File: src/rtl/instruction_fetch.sv
// MIPS instruction fetch stage with IF/ID pipeline register.
// Holds the PC and fetches over a req/ack memory handshake. It honours a
// hazard stall from ID and a branch/jump redirect, which flushes IF/ID, from EX.
//
// Memory handshake: imem_req is held high with a stable imem_addr until the
// cycle in which imem_ack is seen high. That cycle completes the transfer and
// imem_rdata is sampled then. imem_ack is ignored while imem_req is low.
// After the transfer completes, the FSM may raise imem_req again in the next
// cycle (FETCH) or drop it (HELD).
module instruction_fetch #(
   parameter logic [31:0] RESET_PC = 32'h0000_0000,
   parameter logic [31:0] NOP      = 32'h0000_0000
) (
   input  logic        clk,
   input  logic        rst,
   output logic        imem_req,
   output logic [31:0] imem_addr,
   input  logic        imem_ack,
   input  logic [31:0] imem_rdata,
   input  logic        stall,
   input  logic        redirect,
   input  logic [31:0] redirect_pc,
   output logic [31:0] instruction32,
   output logic [31:0] pc_plus4,
   output logic        valid
);

   // FETCH: request outstanding to pc
   // HELD : a word arrived during a stall and is parked in buf_word
   // DRAIN: request outstanding to a stale address; the result is thrown away
   typedef enum logic [1:0] {
      FETCH = 2'd0,
      HELD  = 2'd1,
      DRAIN = 2'd2
   } state_t;

   state_t      state;
   logic [31:0] pc;
   logic [31:0] buf_word;
   logic [31:0] buf_pc4;
   logic [31:0] pend_pc;
   logic [31:0] pc_inc;
   logic [31:0] target;

   assign pc_inc = pc + 32'd4;
   // Low two bits of the redirect target are forced to zero to keep fetches word aligned.
   assign target = redirect_pc & 32'hFFFF_FFFC;

   // In DRAIN the PC register still holds the stale address, so the address stays stable.
   assign imem_addr = pc;
   // The request is forced low while reset is held. HELD parks a fetched word, so no request is made.
   assign imem_req  = !rst && (state != HELD);

   // Fetch control FSM, PC, holding buffers and IF/ID register.
   always_ff @(posedge clk or posedge rst) begin
      if (rst) begin
         state         <= FETCH;
         pc            <= RESET_PC;
         buf_word      <= 32'd0;
         buf_pc4       <= 32'd0;
         pend_pc       <= 32'd0;
         instruction32 <= NOP;
         pc_plus4      <= 32'd0;
         valid         <= 1'b0;
      end else begin
         case (state)
            FETCH: begin
               if (imem_ack) begin
                  if (redirect) begin
                     // Wrong-path word: drop it and restart at the target.
                     pc            <= target;
                     instruction32 <= NOP;
                     valid         <= 1'b0;
                  end else if (stall) begin
                     // ID cannot accept the word, so park it and keep IF/ID as it is.
                     buf_word <= imem_rdata;
                     buf_pc4  <= pc_inc;
                     pc       <= pc_inc;
                     state    <= HELD;
                  end else begin
                     instruction32 <= imem_rdata;
                     pc_plus4      <= pc_inc;
                     valid         <= 1'b1;
                     pc            <= pc_inc;
                  end
               end else begin
                  if (redirect) begin
                     // The address must not move mid-request, so wait for the ack in DRAIN.
                     pend_pc       <= target;
                     instruction32 <= NOP;
                     valid         <= 1'b0;
                     state         <= DRAIN;
                  end else if (!stall) begin
                     valid <= 1'b0;
                  end
               end
            end

            HELD: begin
               if (redirect) begin
                  pc            <= target;
                  instruction32 <= NOP;
                  valid         <= 1'b0;
                  state         <= FETCH;
               end else if (!stall) begin
                  instruction32 <= buf_word;
                  pc_plus4      <= buf_pc4;
                  valid         <= 1'b1;
                  state         <= FETCH;
               end
            end

            DRAIN: begin
               // IF/ID stays flushed here. A later redirect replaces the pending target.
               if (imem_ack) begin
                  pc    <= redirect ? target : pend_pc;
                  state <= FETCH;
               end else if (redirect) begin
                  pend_pc <= target;
               end
            end

            default: begin
               state <= FETCH;
            end
         endcase
      end
   end

endmodule

File: config.mk
export PLATFORM = sky130hd
export DESIGN_NAME = instruction_fetch
export DESIGN_NICKNAME = d
export VERILOG_FILES = /design/src/rtl/instruction_fetch.sv
export SDC_FILE = /design/constraint.sdc
export NUM_CORES = 1
export LEC_CHECK = 0
export ABC_CLOCK_PERIOD_IN_PS = 6700
export CAP_MARGIN = 20
export CORE_MARGIN = 1.5
export CORE_UTILIZATION = 55
export CTS_CLUSTER_SIZE = 28
export DETAILED_ROUTE_END_ITERATION = 8
export DONT_BUFFER_PORTS = 1
export HOLD_SLACK_MARGIN = 0.05
export PLACE_DENSITY = 0.7
export SLEW_MARGIN = 20
export SYNTH_ARGS = -nofsm -noshare
export SYNTH_HDL_FRONTEND = slang
export SYNTH_SLANG_ARGS = --single-unit
File: constraint.sdc
create_clock -name clk -period 6.7 [get_ports clk]
set_input_delay 0.67 -clock clk [delete_from_list [all_inputs] [get_ports clk]]
set_output_delay 0.67 -clock clk [all_outputs]
set_load 0.05 [all_outputs]
# Yosys cells after proc, flatten, opt, wreduce, memory -nomap -nowiden

Cells that the tools add are included.

Register bits after elaboration: 195
Logic and storage cells: 73

Add/sub/neg operators: 1
Reductions and logical operators: 13
Equality and inequality tests: 16
Muxes and demuxes: 33
Bitwise logic cells: 2

Operators with widths:

| operator                                              | number |
|---|---|
| two-way mux 32 bit                                    | 16 |
| one-hot mux 32 bit (2 select lines)                   | 2 |
| one-hot mux 32 bit (3 select lines)                   | 1 |
| adder 32 x 3 -> 32 bit, second input constant         | 1 |
| inequality test 3 bit, second input constant          | 5 |
| two-way mux 2 bit                                     | 7 |
| inequality test 2 bit, second input constant          | 7 |
| AND reduction 4 bit                                   | 3 |
| one-hot mux 2 bit (3 select lines)                    | 1 |
| AND reduction 6 bit                                   | 1 |
| two-way mux 1 bit                                     | 5 |
| AND reduction 5 bit                                   | 1 |
| inequality test 4 bit, second input constant          | 1 |
| AND reduction 2 bit                                   | 2 |
| nonzero test 3 bit                                    | 1 |
| equality test 2 x 1 -> 1 bit, second input constant   | 1 |
| equality test 2 bit, second input constant            | 1 |
| logical NOT 2 bit                                     | 1 |
| inequality test 2 x 1 -> 1 bit, second input constant | 1 |
| NOT 1 bit                                             | 2 |
| one-hot mux 1 bit (2 select lines)                    | 1 |
| nonzero test 2 bit                                    | 1 |
| OR reduction 2 bit                                    | 1 |
| logical AND 1 bit                                     | 1 |
| logical NOT 1 bit                                     | 1 |

# Longest topological paths before layout

Word-level depth: 5
Depth in mapped cells: 10
Gate-level depth less buffers: 7

# Worst setup path before layout

No wires, ideal clock.

Path kind: register to output
Start: register state[1]
End: output imem_req
Path buffers: 3
Data arrival time: 1.858 ns
Cell stages (with the launch flop): 7
Data required time: 6.030 ns
Slack: 4.172 ns
Cells stage by stage: dfrtp_1 inv_1 ha_1 clkbuf_1 buf_2 clkbuf_1 nor2_1

Cells in the longest elaborated chain, start to end: 2

Ends and longest elaborated chain:

| element                        | line | RTL |
|---|---|---|
| from (decl)                    | 37   | `state_t state;` |
| from (signal assigned)         | 57   | `state <= FETCH;` |
| from (signal assigned)         | 79   | `state <= HELD;` |
| from (signal assigned)         | 92   | `state <= DRAIN;` |
| inequality test 2 x 1 -> 1 bit | 52   | `assign imem_req = !rst && (state != HELD);` |
| logical AND 1 bit              | 52   |  |
| to (decl)                      | 16   | `output logic imem_req,` |

No other way between the ends.

# Final worst setup path

Start: register pc[13], in the netlist imem_addr[13]
End: register pc_plus4[27]

Cells in the longest elaborated chain, start to end: 5

Ends and longest elaborated chain:

| element                             | line | RTL |
|---|---|---|
| from (decl)                         | 38   | `logic [31:0] pc;` |
| from (signal assigned)              | 71   | `pc <= target;` |
| from (signal assigned)              | 78   | `pc <= pc_inc;` |
| from (signal assigned)              | 84   | `pc <= pc_inc;` |
| adder 32 x 3 -> 32 bit              | 45   | `assign pc_inc = pc + 32'd4;` |
| two-way mux 32 bit                  | 74   | `end else if (stall) begin` |
| two-way mux 32 bit                  | 69   | `if (redirect) begin` |
| two-way mux 32 bit                  | 68   | `if (imem_ack) begin` |
| one-hot mux 32 bit (2 select lines) | 66   | `case (state)` |
| to (signal assigned)                | 82   | `pc_plus4 <= pc_inc;` |
| to (signal assigned)                | 107  | `pc_plus4 <= buf_pc4;` |
| to (decl)                           | 24   | `output logic [31:0] pc_plus4,` |

No other way between the ends. The select of a mux whose other input is x is not followed.
A chain may end at the register's enable or synchronous reset.

==> impl_metrics.py <==
metrics = {
    "timing": {
        "maxSlewHeadroom": 0.349,
        "finalHoldViolCount": 0,
        "max_freq_mhz": 341,
        "tightest_slew_ps": 977,
        "skew_ps": 7.22,
        "period_share": 0.438,
        "rsz0062_at_grt": "false",
        "final-max-slew-violation-count": 0,
        "period_needed_ps": 2930,
        "setup_viol": 0,
        "fin_tns_setup_ps": 0,
    },
    "critical_path": {
        "startpoint": "imem_addr[13]",
        "cp.required_ps": 7070,
        "cp.depth": 5,
        "worstPathArrival_ps": 3310,
        "cp-start-kind": "flop",
        "crit_slowest_cell": "nor4_4",
        "critical_path.max_stage_delay_ps": 800,
        "cp_top_family": "simple AND/OR/NAND/NOR gates",
        "ff2ff_path_depth": 5,
        "r2r-start": "imem_addr[13]",
        "end_kind": "flop",
        "crit_end": "pc_plus4[27]",
        "reg2reg_slack_ps": 3770,
        "worstPathMaxFanout": 13,
        "r2r-end": "pc_plus4[27]",
        "crit_path_cell_trace": "nand2_1, nor4_4, nand4_2, or4_1, nand3_1",
        "crit_buf_inv": 0,
        "criticalPathCategory": "reg2reg",
    },
    "floorplan": {
        "core_mm2": 0.0165,
        "dieArea_mm2": 0.0175,
        "die_w_um": 132,
        "fp.dieH_um": 132,
        "rows": 47,
        "io_pins": 167,
        "initial_core_util": 0.559,
    },
    "yosys": {
        "synth_simple_gate_area_frac": 0.127,
        "ys_types": 56,
        "synth_area_mm2": 0.00921,
        "synth_xor_area_frac": 0.0247,
        "synth_adder_area_share": 0.00679,
        "synth_mux_area_frac": 0.106,
        "synth_edf_count": 0,
        "synth_nets": 945,
        "synth_top_family_by_area": "compound AO/OA/AOI/OAI gates",
        "seq_area_frac_synth": 0.530,
        "syn_inst": 871,
        "syn_avg_cell_area_um2": 10.6,
        "synth_compound_area_frac": 0.169,
        "async_reset_ff_frac": 1.00,
        "yosysWarnings": 0,
        "ys_seq_elements": 195,
        "synth_ff_type": "dfrtp_1",
    },
    "clock_tree": {
        "cts-hold-fix-buffers": 0,
        "cts_setup_buffers": 0,
        "cts_sinks": 195,
        "cts_tree": "done",
        "numCtsBuffers": 17,
        "clk_latency_ps": 440,
        "htree_levels": 4,
        "clock-root-buffer": "clkbuf_16",
        "cts_buffer_depth": 2,
        "ctsResizeCount": 0,
        "clkTransAtPathRegs_ps": 70,
    },
    "placed_design": {
        "dp_hpwl_mm": 15.4,
        "place_area_mm2": 0.00932,
        "gp_congestion": 0.850,
        "numPortBuffers": 0,
    },
    "flow_run": {
        "cap_violations": 0,
    },
    "layout": {
        "final_core_util": 0.603,
        "nFillCells": 1366,
        "design_area_mm2": 0.00993,
        "drive_above_1_share": 0.170,
        "insertedDiodeCount": 0,
        "mostFrequentLayoutCell": "dfrtp_1",
        "syn_to_final_growth_pct": 7.84,
        "fin_nets": 909,
        "layout_common_cells": "dfrtp_1, nand2_1, mux2_2",
    },
    "route": {
        "detail-route-antenna-nets": 0,
        "routed_wl_mm": 22.7,
        "viasPerCell": 6.35,
        "vias": 6781,
        "drc": 0,
        "first_pass_iters": 5,
        "drt_first_iter_violations": 659,
        "detail_route.wl_per_cell_um": 21.2,
    },
    "power_and_ir_drop": {
        "fin_total_pwr_mw": 5.66,
        "power_leakage_nw": 4.33,
        "ir_worst_vdd_v": 0.000232,
        "cellPowerDensity_mw_per_mm2": 570,
    },
    "global_route": {
        "antenna_found_initial": 0,
        "grt_pass1_wl_mm": 35.9,
        "grt_max_degree": 126,
        "globalRouteTotalUtil": 0.263,
        "grt_overflow_total": 0,
        "grt_pass1_vias": 6513,
    },
    "run_status": {
        "status": "finished clean",
    },
    "hold_path": {
        "hold_class": "in2async",
    },
}
[per-stage QoR]
stage / hold WS, ps / cells / setup WS, ps
2_1_floorplan: 442 / 871 / 718
3_3_place_gp: 453 / 1036 / 3900
3_5_place_dp: 462 / 1036 / 3770
4_1_cts: 297 / 1068 / 3760
5_1_grt: 314 / 1068 / 3610
6_report: 253 / 1068 / 3770
[worst reg2reg max path, stage by stage, from the launching register on]
cell and delay (ps):
dfrtp_1 750, nand2_1 360, nor4_4 800, nand4_2 320, or4_1 550, nand3_1 90
[flip-flops by register name, indices dropped and copies added (netlist names)]
signal and cells:
buf_pc4 32, buf_word 32, imem_addr 32, instruction32 32, pc_plus4 32, pend_pc 32
state 2, valid 1
[layout make-up]
type / instances / area [µm²] / area share
sequential: 195 / 4880 / 0.491
inverter: 16 / 67.6 / 0.00680
clock inverter: 14 / 171 / 0.0173
clock buffer: 18 / 439 / 0.0442
multi-input combinational: 593 / 4010 / 0.404
tap: 220 / 275 / 0.0277
timing repair buffer: 12 / 90.1 / 0.00907
[kinds of logic (layout without fill, tap and decap cells)]
kind of cell             count (synthesis)  after routing
AND/OR/NAND/NOR                        227            227
adder cells (fa/ha/maj)                  5              5
buffers and inverters                   83             60
XOR/XNOR                                26             26
multiplexers                            88             88
flip-flops                             195            195
AO/OA/AOI/OAI                          247            247
[power by group]
group          switching, mW  leakage (nW)  internal (mW)
sequential              1.36          2.42           1.70
combinational          0.910          1.61          0.639
clock                  0.471         0.298          0.573
[routing by layer]
metal,part of all wire,global-route usage
met1,0.43,0.375
met4,0.017,0.0800
met2,0.45,0.378
met3,0.11,0.0957
met5,0,0
[cell usage after synthesis, types with 2 or more instances]
cell type / number / area [µm²]
a211o_1: 2 / 17.5
a21o_1: 4 / 30.0
a21oi_1: 65 / 325
a221o_1: 3 / 30.0
a221oi_1: 4 / 35.0
a222oi_1: 8 / 80.1
a22o_1: 5 / 43.8
a22oi_1: 42 / 315
a31oi_1: 5 / 31.3
and2_1: 4 / 25.0
and3_1: 19 / 119
and4_1: 2 / 17.5
buf_1: 7 / 26.3
buf_2: 10 / 50.1
buf_4: 2 / 15.0
clkbuf_1: 47 / 176
dfrtp_1: 195 / 4880
ha_1: 5 / 62.6
inv_1: 14 / 52.6
mux2_2: 75 / 845
mux2i_1: 13 / 130
nand2_1: 77 / 289
nand2b_1: 3 / 18.8
nand3_1: 18 / 90.1
nand3_2: 2 / 20.0
nand3_4: 2 / 35.0
nand4_1: 8 / 50.1
nand4_2: 6 / 75.1
nor2_1: 58 / 218
nor2b_1: 4 / 25.0
nor3_1: 11 / 55.1
nor4_1: 3 / 18.8
nor4_4: 3 / 63.8
o211ai_1: 3 / 22.5
o21ai_0: 73 / 365
o21ai_1: 3 / 15.0
o221ai_1: 3 / 26.3
o22ai_1: 7 / 43.8
o2bb2ai_1: 3 / 26.3
o31a_1: 5 / 43.8
o31ai_1: 6 / 45.0
or4_1: 4 / 30.0
xnor2_1: 10 / 87.6
xor2_1: 16 / 140
[worst min path at each step]
stage                           start           to  slack (ps)  depth (start not counted)
after global routing              rst  pc_plus4[2]         310                          1
after floorplan           buf_pc4[16]  buf_pc4[16]         440                          2
after detailed placement  buf_pc4[28]  buf_pc4[28]         460                          2
final                             rst  pc_plus4[2]         250                          1
after CTS                         rst   buf_pc4[2]         300                          1
after global placement    buf_pc4[25]  buf_pc4[25]         450                          2
No activity file was read; power rests on OpenSTA's default activity.
